### src/rtl/uart_tx_fifo.sv
// UART transmitter with an input FIFO. Queued words are serialised LSB-first,
// with optional parity and one or two stop bits, and leave back-to-back.
module uart_tx_fifo #(
  parameter int unsigned DATA_BITS  = 8,
  parameter int unsigned OVERSAMPLE = 16,
  parameter int unsigned PARITY     = 0,
  parameter int unsigned STOP_BITS  = 1,
  parameter int unsigned FIFO_DEPTH = 4
) (
  input  logic                 bclk,
  input  logic                 rst,
  input  logic [DATA_BITS-1:0] tx_din,
  input  logic                 tx_wr,
  output logic                 tx_full,
  output logic                 tx_empty,
  output logic                 tx_busy,
  output logic                 tx_done,
  output logic                 tx_ovf,
  output logic                 TX
);

  localparam int unsigned CW = $clog2(OVERSAMPLE * 2);
  localparam int unsigned AW = $clog2(FIFO_DEPTH);
  localparam int unsigned BW = $clog2(DATA_BITS);

  localparam logic [CW-1:0] BitLast  = CW'(OVERSAMPLE - 1);
  localparam logic [CW-1:0] StopLast = CW'(OVERSAMPLE * STOP_BITS - 1);
  localparam logic [BW-1:0] DataLast = BW'(DATA_BITS - 1);

  typedef enum logic [2:0] {StIdle, StStart, StData, StParity, StStop} state_t;

  state_t                 state;
  logic [CW-1:0]          cnt;
  logic [BW-1:0]          bit_idx;
  logic [DATA_BITS-1:0]   shift;
  logic                   par_bit;

  logic [DATA_BITS-1:0]   mem [FIFO_DEPTH];
  logic [AW-1:0]          wptr, rptr;
  logic [AW:0]            count, count_d;
  logic [DATA_BITS-1:0]   head;
  logic                   wr_ok, pop;

  assign head  = mem[rptr];
  assign wr_ok = tx_wr & ~tx_full;

  // The FSM pops either from idle or on the final cycle of the stop interval.
  always_comb begin
    pop = ~tx_empty & ((state == StIdle) | ((state == StStop) & (cnt == StopLast)));
  end

  always_comb begin
    count_d = count;
    if (wr_ok && !pop) begin
      count_d = count + 1'b1;
    end else if (!wr_ok && pop) begin
      count_d = count - 1'b1;
    end
  end

  always_ff @(posedge bclk) begin
    if (wr_ok) begin
      mem[wptr] <= tx_din;
    end
  end

  always_ff @(posedge bclk or posedge rst) begin
    if (rst) begin
      wptr     <= '0;
      rptr     <= '0;
      count    <= '0;
      tx_full  <= 1'b0;
      tx_empty <= 1'b1;
      tx_ovf   <= 1'b0;
    end else begin
      if (wr_ok) begin
        wptr <= wptr + 1'b1;
      end
      if (pop) begin
        rptr <= rptr + 1'b1;
      end
      count    <= count_d;
      tx_full  <= (count_d == (AW+1)'(FIFO_DEPTH));
      tx_empty <= (count_d == '0);
      tx_ovf   <= tx_wr & tx_full;
    end
  end

  always_ff @(posedge bclk or posedge rst) begin
    if (rst) begin
      state   <= StIdle;
      cnt     <= '0;
      bit_idx <= '0;
      shift   <= '0;
      par_bit <= 1'b0;
      TX      <= 1'b1;
      tx_busy <= 1'b0;
      tx_done <= 1'b0;
    end else begin
      tx_done <= 1'b0;
      unique case (state)
        StIdle: begin
          TX <= 1'b1;
        end
        StStart: begin
          if (cnt == BitLast) begin
            cnt   <= '0;
            TX    <= shift[0];
            state <= StData;
          end else begin
            cnt <= cnt + 1'b1;
          end
        end
        StData: begin
          if (cnt == BitLast) begin
            cnt <= '0;
            if (bit_idx == DataLast) begin
              if (PARITY != 0) begin
                TX    <= par_bit;
                state <= StParity;
              end else begin
                TX    <= 1'b1;
                state <= StStop;
              end
            end else begin
              shift   <= shift >> 1;
              TX      <= shift[1];
              bit_idx <= bit_idx + 1'b1;
            end
          end else begin
            cnt <= cnt + 1'b1;
          end
        end
        StParity: begin
          if (cnt == BitLast) begin
            cnt   <= '0;
            TX    <= 1'b1;
            state <= StStop;
          end else begin
            cnt <= cnt + 1'b1;
          end
        end
        StStop: begin
          if (cnt == StopLast) begin
            cnt     <= '0;
            tx_done <= 1'b1;
            if (tx_empty) begin
              TX      <= 1'b1;
              tx_busy <= 1'b0;
              state   <= StIdle;
            end
          end else begin
            cnt <= cnt + 1'b1;
          end
        end
        default: begin
          state <= StIdle;
        end
      endcase

      // Loading a new word overrides whatever the current state decided.
      if (pop) begin
        shift   <= head;
        par_bit <= (PARITY == 2) ? ^head : ~^head;
        TX      <= 1'b0;
        cnt     <= '0;
        bit_idx <= '0;
        tx_busy <= 1'b1;
        state   <= StStart;
      end
    end
  end

endmodule

### config.mk
export PLATFORM = sky130hd
export DESIGN_NAME = uart_tx_fifo
export DESIGN_NICKNAME = d
export VERILOG_FILES = /design/src/rtl/uart_tx_fifo.sv
export SDC_FILE = /design/constraint.sdc
export NUM_CORES = 1
export LEC_CHECK = 0
export ABC_AREA = 1
export CAP_MARGIN = 20
export CORE_MARGIN = 5
export CORE_UTILIZATION = 25
export DETAILED_ROUTE_END_ITERATION = 10
export HOLD_SLACK_MARGIN = 0.08
export RECOVER_POWER = 100
export SYNTH_ARGS = -nofsm -noshare
export SYNTH_HDL_FRONTEND = slang
export SYNTH_SLANG_ARGS = --single-unit
### constraint.sdc
create_clock -name bclk -period 1.54 [get_ports bclk]
set_input_delay 0.308 -clock bclk [delete_from_list [all_inputs] [get_ports bclk]]
set_output_delay 0.308 -clock bclk [all_outputs]
set_load 0.05 [all_outputs]
==> impl_metrics.yaml <==
pwr:
  ir_drop_mv: 0.586
  p_comb_share_pct: 20.3
  p_per_area_mw_per_mm2: 1360
  p_clk_share_pct: 39.0
  p_sw_mw: 1.52
  leakagePower_nw: 1.74
  p_int_mw: 3.99
  swShare_pct: 27.6
  sequentialPowerShare_pct: 40.8
detailed_routing:
  via_per_inst: 4.27
  wl_per_cell_um: 12.0
  met1_length_mm: 2.57
  wl_mm: 5.67
  dr.pass1.iters: 4
  wl_met3_um: 160
  drt-initial-drc-count: 158
  wl_met2_mm: 2.84
  drc: 0
  drtAntennaViolNets: 0
  routed.top_layer: "met4"
  vias: 2026
synthesis:
  syn_inst: 269
  synth-edff-count: 32
  yosysSeqAreaShare_pct: 61.9
  ys_types: 29
  syn_nets: 289
  synth-seq-cells: 64
  syn_avg_cell_area_um2: 10.6
  async_flop_share_pct: 50.0
  syn_area_mm2: 0.00285
  yosysWarningCount: 0
  synth_ff_type: "edfxtp_1"
timing:
  hold_violations: 0
  min_period_over_period_pct: 105
  relSlewSlack_pct: 60.5
  rsz0062_at_grt: "true"
  finClkSkew_ns: 0.00577
  fin_setup_tns_ns: -0.890
  setup_violations: 20
  hold_slack_ns: 0.501
  worst_slack_ns: -0.0827
  fin_crit_ns: 1.62
  fmax_mhz: 616
  max_slew.worst_pin.slew_ns: 0.592
  maxSlewViolCount: 0
critical_path:
  critical_path_peak_fanout: 4
  path_class: "reg2reg"
  slowest_stage: "dfrtp_1"
  worstPathArrival_ns: 1.82
  crit_top_cell: "nand2_1"
  required_ns: 1.74
  end_kind: "register"
  max_stage_delay_ns: 0.39
  crit_chain: "ha_4 -> nand3_4 -> nor2_4 -> buf_4 -> buf_6 -> inv_6 -> nand2_1 -> o2111ai_2 -> nand2_1 -> o21ai_1"
  start_kind: "register"
floorplanning:
  core_mm2: 0.0113
  die-area_mm2: 0.0136
  die_w_um: 117
  initial_core_util_pct: 25.2
  io_pins: 17
  rows: 39
  fp.dieH_um: 117
run:
  cap_violations: 0
clock_tree:
  cts_buffer_depth: 2
  cts_hold_buffers: 0
  cts_root_buf: "clkbuf_16"
  clk_latency_ns: 0.32
  cts.sink_count: 64
  clk_pin_slew_ns: 0.05
  cts_max_level: 3
  cts_buffers: 9
  cts_tree: "done"
grt:
  antenna_found_initial: 0
  grt_max_degree: 25
  grt_pass1_vias: 1947
  grt_first_pass_wirelength_mm: 9.19
  grt_use_total_pct: 8.59
  overflow: 0
place:
  hpwl_mm: 3.86
  port_buffers: 16
  dpl_worst_slack_ns: -0.212
  place_congestion: 0.731
layout:
  diodes: 0
  drive_above_1_share_pct: 32.3
  num-nets-final: 346
  fillers: 1104
  area_growth_pct: 42.2
outcome:
  status: "finished with violations"
  violations: "negative setup slack"
min_path:
  min-delay-path-class: "in2async"
[timing repair]
action | in CTS | in global routing
cloned | 1 | 1
endpoints found under the setup margin | 19 | 27
resized for setup | 19 | 20
pin swaps | 10 | 12
setup buffers | 3 | 5
[cells in the mapped netlist (4+ instances only)]
cell      number  area (µm²)
nor2_1        26        97.6
nand2_2        5        31.3
ha_1           9         113
inv_2          5        18.8
xor2_1         4        35.0
o22ai_1        6        37.5
dfrtp_1       30         751
edfxtp_1      32         961
o21ai_0       21         105
inv_1         35         131
a21oi_1        7        35.0
nand2_4        4        45.0
o221ai_1       5        43.8
nand3_1       16        80.1
o211ai_1       4        30.0
nand2_1       39         146
[worst max-delay path: cells and delay by family (launching register included)]
kind | cells | cell delay [ns]
AO/OA/AOI/OAI | 2 | 0.26
adder cells (fa/ha/maj) | 1 | 0.17
buffers and inverters | 3 | 0.26
flip-flops | 1 | 0.39
AND/OR/NAND/NOR | 4 | 0.44
[state kept, by name (all words and copies together), names as in the netlist]
register	flops
mem	32
shift	8
cnt	5
bit_idx	3
count	3
state	3
rptr	2
wptr	2
TX	1
tx_busy	1
tx_done	1
tx_empty	1
tx_full	1
tx_ovf	1
[power by group through the flow]
stage / logic, mW / registers (mW) / clock network, mW
after floorplan: 0.582 / 2.31 / 0
after global placement: 1.03 / 2.27 / 0
after detailed placement: 1.05 / 2.28 / 0
after CTS: 1.09 / 2.25 / 2.18
after global routing: 1.25 / 2.27 / 2.26
final: 1.12 / 2.25 / 2.15
[metrics by stage]
step | total power, mW | area (µm²) | std cells | utilization [%]
floorplan | 2.90 | 2890 | 269 | -
global placement | 3.30 | 3490 | 448 | 30.8
detailed placement | 3.33 | 3490 | 448 | 30.8
CTS | 5.52 | 3930 | 468 | 34.7
global route | 5.78 | 4060 | 474 | 35.8
finish | 5.51 | 4060 | 474 | 35.8
[per-layer routing]
metal,global-route usage [%],vias to the layer above
met5,0,-
met1,11.0,967
li1,-,1027
met2,13.8,24
met4,3.90,0
met3,2.11,8
[path summary, 6_finish.rpt]
kind / from / endpoint / slack [ns] / cells after the start
max reg2reg: cnt[0] / state[1] / -0.08 / 10
min: rst / tx_full / 0.50 / 3
min reg2reg: shift[2] / shift[2] / 0.50 / 2
min in group bclk: shift[2] / shift[2] / 0.50 / 2
max: cnt[0] / state[1] / -0.08 / 10
max in group asynchronous: rst / shift[6] / 0.54 / 3
[cells by family (layout without fill, tap and decap cells)]
| family | count (synthesis) | after routing | share of synthesized area (%) |
|---|---|---|---|
| AND/OR/NAND/NOR | 98 | 100 | 16.4 |
| buffers and inverters | 46 | 106 | 6.45 |
| AO/OA/AOI/OAI | 48 | 48 | 10.1 |
| adder cells (fa/ha/maj) | 9 | 9 | 3.95 |
| flip-flops | 64 | 64 | 61.9 |
| XOR/XNOR | 4 | 4 | 1.23 |
[area by class of cell]
cell class                 count  area (µm²)  area share (%)
clock buffer                   9         225            5.55
clock inverter                 7        96.3            2.38
inverter                      41         166            4.10
multi-input combinational    161        1100            27.1
sequential                    64        1760            43.5
tap                          143         179            4.41
timing repair buffer          49         527            13.0
[layout by cell type, fill, tap and decap left out, drive strengths merged]
| cell | n |
|---|---|
| a21boi | 3 |
| a21oi | 7 |
| buf | 37 |
| bufinv | 2 |
| clkbuf | 11 |
| clkdlybuf4s50 | 1 |
| clkinv | 3 |
| clkinvlp | 3 |
| dfrtp | 30 |
| dfstp | 2 |
| dlygate4sd3 | 9 |
| edfxtp | 32 |
| ha | 9 |
| inv | 40 |
| nand2 | 49 |
| nand2b | 2 |
| nand3 | 18 |
| nand4 | 2 |
| nor2 | 29 |
| o2111ai | 1 |
| o211ai | 4 |
| o21ai | 22 |
| o221ai | 5 |
| o22ai | 6 |
| xor2 | 4 |
Note: power is estimated with default switching activity, not from simulation.
